**src/rtl/seq_alu_acc.sv**
```systemverilog
// seq_alu_acc: registered W-bit ALU with a 2W-bit result register, a
// start/busy/done handshake, a multi-cycle shift-add multiply (op 110) and
// an accumulate op (op 111) fed back from the result register.
//
// Ports:
//   clk     - system clock, rising edge
//   reset   - asynchronous, active-high; clears all state
//   start   - request, sampled only while busy=0
//   op      - function select, sampled with start
//   a, b    - W-bit operands, sampled with start
//   result  - 2W-bit registered result, holds between operations
//   busy    - high while a multiply is in progress
//   done    - one-cycle pulse, result updated this cycle
//   zero    - registered, 1 when result==0
//
// Configuration macro SEQ_ALU_ACC_SAT_EN: when defined, op 111 saturates at
// 2^(2W)-1; when undefined it wraps modulo 2^(2W).

module seq_alu_acc #(
  parameter int unsigned W = 4
) (
  input  logic              clk,
  input  logic              reset,
  input  logic              start,
  input  logic [2:0]        op,
  input  logic [W-1:0]      a,
  input  logic [W-1:0]      b,
  output logic [2*W-1:0]    result,
  output logic              busy,
  output logic              done,
  output logic              zero
);

  localparam int unsigned RW = 2 * W;
  localparam int unsigned SW = W + 1;
  localparam int unsigned AW = RW + 1;
  localparam int unsigned CW = $clog2(W + 1);

  localparam logic [2:0] OP_INC    = 3'b000;
  localparam logic [2:0] OP_ADD_RC = 3'b001;
  localparam logic [2:0] OP_ADD    = 3'b010;
  localparam logic [2:0] OP_LOGIC  = 3'b011;
  localparam logic [2:0] OP_ANY    = 3'b100;
  localparam logic [2:0] OP_CAT    = 3'b101;
  localparam logic [2:0] OP_MUL    = 3'b110;
  localparam logic [2:0] OP_ACC    = 3'b111;

  typedef enum logic [0:0] {IDLE, MUL} state_t;

  state_t          state_q, state_d;
  logic [RW-1:0]   mcand_q;
  logic [W-1:0]    mplier_q;
  logic [RW-1:0]   product_q;
  logic [CW-1:0]   cnt_q;

  logic            launch_single_c;
  logic            launch_mul_c;
  logic            mul_last_c;
  logic [RW-1:0]   alu_c;
  logic [RW-1:0]   prod_step_c;
  logic [SW-1:0]   ripple_c;
  logic            carry_c;
  logic [AW-1:0]   acc_sum_c;
  logic [RW-1:0]   acc_c;

  // Next-state and launch decode
  always_comb begin
    state_d         = state_q;
    launch_single_c = 1'b0;
    launch_mul_c    = 1'b0;
    mul_last_c      = 1'b0;
    case (state_q)
      IDLE: begin
        if (start) begin
          if (op == OP_MUL) begin
            launch_mul_c = 1'b1;
            state_d      = MUL;
          end else begin
            launch_single_c = 1'b1;
          end
        end
      end
      MUL: begin
        if (cnt_q == CW'(W - 1)) begin
          mul_last_c = 1'b1;
          state_d    = IDLE;
        end
      end
      default: state_d = IDLE;
    endcase
  end

  // Single-cycle function unit
  always_comb begin
    ripple_c = '0;
    carry_c  = 1'b0;
    for (int i = 0; i < int'(W); i++) begin
      ripple_c[i] = a[i] ^ b[i] ^ carry_c;
      carry_c     = (a[i] & b[i]) | (carry_c & (a[i] ^ b[i]));
    end
    ripple_c[W] = carry_c;

    acc_sum_c = {1'b0, result} + AW'(a);
`ifdef SEQ_ALU_ACC_SAT_EN
    acc_c = acc_sum_c[RW] ? {RW{1'b1}} : acc_sum_c[RW-1:0];
`else
    acc_c = acc_sum_c[RW-1:0];
`endif

    alu_c = '0;
    case (op)
      OP_INC:    alu_c = RW'(a) + RW'(1);
      OP_ADD_RC: alu_c = RW'(ripple_c);
      OP_ADD:    alu_c = RW'(SW'(a) + SW'(b));
      OP_LOGIC:  alu_c = {a | b, a ^ b};
      OP_ANY:    alu_c = RW'((|a) | (|b));
      OP_CAT:    alu_c = {a, b};
      OP_ACC:    alu_c = acc_c;
      default:   alu_c = '0;
    endcase
  end

  // One shift-add iteration; used directly for the final write so the last
  // iteration and the result update share an edge.
  always_comb begin
    prod_step_c = product_q + (mplier_q[0] ? mcand_q : '0);
  end

  // State, datapath and registered outputs
  always_ff @(posedge clk or posedge reset) begin
    if (reset) begin
      state_q   <= IDLE;
      mcand_q   <= '0;
      mplier_q  <= '0;
      product_q <= '0;
      cnt_q     <= '0;
      result    <= '0;
      busy      <= 1'b0;
      done      <= 1'b0;
      zero      <= 1'b1;
    end else begin
      state_q <= state_d;
      busy    <= (state_d == MUL);
      done    <= 1'b0;

      if (launch_single_c) begin
        result <= alu_c;
        zero   <= (alu_c == '0);
        done   <= 1'b1;
      end

      if (launch_mul_c) begin
        mcand_q   <= RW'(a);
        mplier_q  <= b;
        product_q <= '0;
        cnt_q     <= '0;
      end

      if (state_q == MUL) begin
        product_q <= prod_step_c;
        mcand_q   <= mcand_q << 1;
        mplier_q  <= mplier_q >> 1;
        cnt_q     <= mul_last_c ? '0 : cnt_q + CW'(1);
      end

      if (mul_last_c) begin
        result <= prod_step_c;
        zero   <= (prod_step_c == '0);
        done   <= 1'b1;
      end
    end
  end

endmodule

```
**config.mk**
```make
export PLATFORM = sky130hd
export DESIGN_NAME = seq_alu_acc
export DESIGN_NICKNAME = d
export VERILOG_FILES = /design/src/rtl/seq_alu_acc.sv
export SDC_FILE = /design/constraint.sdc
export NUM_CORES = 1
export LEC_CHECK = 0
export ABC_AREA = 1
export BUFFER_PORTS_ARGS = -buffer_cell sky130_fd_sc_hd__buf_2
export CORE_MARGIN = 4
export CORE_UTILIZATION = 50
export CTS_BUF_LIST = sky130_fd_sc_hd__clkbuf_2
export CTS_CLUSTER_DIAMETER = 150
export DETAILED_ROUTE_END_ITERATION = 10
export PLACE_DENSITY = 0.72
export SYNTH_ARGS = -nofsm -noshare
export SYNTH_HDL_FRONTEND = slang
export SYNTH_SLANG_ARGS = --single-unit
```
**constraint.sdc**
```tcl
create_clock -name clk -period 1.8 [get_ports clk]
set_input_delay 0.27 -clock clk [delete_from_list [all_inputs] [get_ports clk]]
set_output_delay 0.27 -clock clk [all_outputs]
set_load 0.005 [all_outputs]
```
==> impl_summary.log <==
[metrics] count of different cell masters after synthesis: 40
[metrics] commonest cells after routing, fill and taps aside: 81 x sky130_fd_sc_hd__nand2_1, 61 x sky130_fd_sc_hd__inv_1, 45 x sky130_fd_sc_hd__buf_4
[metrics] top flip-flop cell by instance count after synthesis: sky130_fd_sc_hd__dfrtp_1
[metrics] height of the die: 82.7 um
[metrics] total area of multi-input combinational cells: 1890 um^2
[metrics] remaining antenna violation count: 0
[metrics] clock-pin slew on the worst setup and hold paths: 0.20 ns
[metrics] count of yosys warnings during synthesis: 0
[metrics] largest net degree at the start of global routing: 35
[metrics] clock root buffer: sky130_fd_sc_hd__clkbuf_2
[metrics] net count of the finished layout: 500
[metrics] CP Capture Type: register
[metrics] startpoint class of the critical path: input pin
[metrics] number of flops mapped to enable cells by yosys: 0
[metrics] Pleak: 0.00192 uW
[metrics] PD cells: 1090 nW/um^2
[metrics] DRC violation count after routing: 0
[metrics] post-synthesis average cell area: 7.30 um^2
[metrics] post-synth net total: 423
[metrics] routed via count: 2781
[metrics] Max H-tree Level: 2
[metrics] Seq cells post-synth: 34
[metrics] asr flop ratio synth: 1.00
[metrics] Die X-Extent: 82.7 um
[metrics] Detailed Route WL: 7.57 mm
[metrics] final setup violating endpoints: 7
[metrics] register area share after synthesis: 0.306
[metrics] Filler Cell Count: 440
[metrics] initial antenna violation count: 0
[metrics] sink count of the clock tree: 34
[metrics] initial core utilization: 0.529
[metrics] outcome: finished with violations
[metrics] vias per std cell: 5.25
[metrics] TritonCTS Buffers: 5
[metrics] Initial DRT Pass Iterations: 4
[metrics] area delta synth->final: 33.4%
[metrics] global-route wire length before repair: 12.3 mm
[metrics] Pins Over Slew Limit: 0
[metrics] global-route congestion overflow total: 0
[metrics] clk buf depth: 2
[metrics] setup repair after global routing missed its margin: yes
[metrics] die footprint: 6830 um^2
[metrics] number of violations of the max-capacitance limit: 0
[metrics] routed wire length per instance: 14.3 um
[metrics] measured slew at the worst slew-check pin: 0.445 ns
[metrics] clock skew after layout: 0.0179 ns
[metrics] failing checks: negative setup slack
[metrics] Global Route Usage Sum: 0.236
[metrics] number of global-route vias before repair: 2744
[metrics] final standard cell utilization of the core: 0.706
[metrics] largest fanout on the critical path: 2
[metrics] weighted congestion reported at the end of routability-driven placement: 0.913
[metrics] most common cell after layout, fill and taps aside: sky130_fd_sc_hd__nand2_1
[metrics] hold violation total from the final report: 0
[metrics] final critical path time including I/O delays and setup: 2.13 ns
[metrics] setup ws final: -0.331 ns
[metrics] layout cells sized above 1: 0.339
[metrics] non-filler cells in the finished layout: 530
[metrics] sum of net half-perimeters after detailed placement: 5.49 mm
[metrics] sequential cell area in the final layout: 852 um^2
[metrics] headroom to the max-slew limit: 0.704
[metrics] Boundary Pins: 25
[metrics] post-placement worst setup slack: -0.767 ns
[metrics] CTS tree: yes
[metrics] clock latency reported for the late side of the worst-skew pair: 0.39 ns
[metrics] post-synthesis instance area: 2790 um^2
[metrics] maximum ir drop on the vdd rail: 866 uV
[metrics] WP data required: 2.15 ns
[metrics] data arrival at the endpoint of the critical path: 2.48 ns
[metrics] path type of the worst setup path: in2reg
[metrics] number of buffers added on ports: 24
[metrics] post-route clock period utilization: 1.18
[metrics] diode insertion count for antenna repair: 0
[metrics] std cell rows: 26
[metrics] Max Freq: 0.469 GHz
[metrics] Std-Cell Core Area: 5270 um^2
[metrics] DR iter-0 viols: 188
[metrics] number of standard cells after synthesis: 382
[metrics] placed instance count: 514
[metrics] path class of the lowest-slack min-delay path: in2reg
-- layout make-up --
class,count,share of cell area
Clock inverter,3,0.00437
Inverter,73,0.0757
Clock buffer,5,0.00673
Timing Repair Buffer,77,0.151
Multi-Input combinational cell,268,0.509
Tap cell,70,0.0235
Sequential cell,34,0.229
-- Yosys cell counts, types with 6 or more instances --
library cell,number,share of area
sky130_fd_sc_hd__nand2_1,93,0.13
sky130_fd_sc_hd__dfrtp_1,33,0.30
sky130_fd_sc_hd__ha_1,21,0.094
sky130_fd_sc_hd__fa_1,6,0.043
sky130_fd_sc_hd__nand4_1,10,0.022
sky130_fd_sc_hd__o22ai_1,10,0.022
sky130_fd_sc_hd__nand3_1,25,0.045
sky130_fd_sc_hd__inv_1,67,0.090
sky130_fd_sc_hd__a21oi_1,12,0.022
sky130_fd_sc_hd__o21ai_1,9,0.016
sky130_fd_sc_hd__nor2_1,38,0.051
-- state kept, by name, summed over array words and instances, names as in the netlist --
| name | count |
|---|---|
| done | 1 |
| mcand_q | 8 |
| result | 8 |
| product_q | 8 |
| cnt_q | 3 |
| zero | 1 |
| state_q | 1 |
| mplier_q | 4 |
-- per-stage QoR --
step / total power (uW) / cell area [um^2] / setup TNS [ns] / hold slack, ns
floorplan: 2530 / 2850 / -1.01 / 0.397
global placement: 3220 / 3340 / -2.51 / 0.384
detailed placement: 3280 / 3340 / -2.82 / 0.391
CTS: 3820 / 3560 / -0.295 / 0.112
global route: 4360 / 3720 / -1.33 / 0.101
finish: 4040 / 3720 / -0.679 / 0.113
-- critical path, stage by stage --
cell and delay, ns:
sky130_fd_sc_hd__buf_8 0.08, sky130_fd_sc_hd__ha_4 0.12, sky130_fd_sc_hd__inv_2 0.03, sky130_fd_sc_hd__fa_2 0.33, sky130_fd_sc_hd__fa_2 0.34, sky130_fd_sc_hd__inv_2 0.06, sky130_fd_sc_hd__fa_1 0.39, sky130_fd_sc_hd__inv_1 0.06
sky130_fd_sc_hd__nor2_1 0.04, sky130_fd_sc_hd__nor2_1 0.11, sky130_fd_sc_hd__nand2_1 0.08, sky130_fd_sc_hd__nor2_2 0.12, sky130_fd_sc_hd__nand2_1 0.07, sky130_fd_sc_hd__nor2_1 0.12, sky130_fd_sc_hd__nand3_1 0.08, sky130_fd_sc_hd__nand2_1 0.06
sky130_fd_sc_hd__nand2_1 0.06, sky130_fd_sc_hd__nand2_1 0.07
-- where the power goes --
part	internal [uW]	total, uW	switching, uW
Clock	88.7	378	289
Combinational	1070	2390	1310
Sequential	1030	1270	245
Total	2190	4040	1850
-- metal layers --
metal  share of wire  wire length (um)  track usage  vias up
met3           0.041               314       0.0499       12
met2            0.50              3780        0.406       72
met5               0                 0            0        -
li1                -                 -            -     1382
met1            0.45              3380        0.295     1315
met4           0.013                99       0.0735        0
-- path summary, 6_finish.rpt --
path | from | slack (ns) | to | cells past startpoint
hold / removal | b[1] | 0.11 | mplier_q[1]$_DFFE_PP0P_ | 3
setup reg to reg | result[0]$_DFFE_PP0P_ | -0.25 | zero$_DFFE_PP1P_ | 15
max in group asynchronous | reset | 0.97 | zero$_DFFE_PP1P_ | 4
hold reg to reg | cnt_q[0]$_DFFE_PP0P_ | 0.50 | cnt_q[0]$_DFFE_PP0P_ | 1
min in group asynchronous | reset | 0.49 | product_q[4]$_DFFE_PP0P_ | 4
setup / recovery | a[0] | -0.33 | zero$_DFFE_PP1P_ | 18
-- cell families (layout without fill, tap and decap cells) --
logic type,Yosys count,count (layout),share of synthesized area
AND/OR/NAND/NOR,184,184,0.303
buffers and inverters,80,158,0.120
AO/OA/AOI/OAI,53,53,0.121
flip-flops,34,34,0.306
adder cells (fa/ha/maj),27,27,0.137
XOR/XNOR,4,4,0.0126
-- repair_timing --
| item | CTS | global route |
|---|---|---|
| pin swaps | 11 | 15 |
| buffers inserted | 3 | 4 |
| endpoints found under the setup margin | 8 | 12 |
| hold endpoints to repair | 33 | 0 |
| gates resized for setup | 30 | 25 |
| hold buffers | 1 | 0 |
No activity file was read; power rests on OpenSTA's default activity.
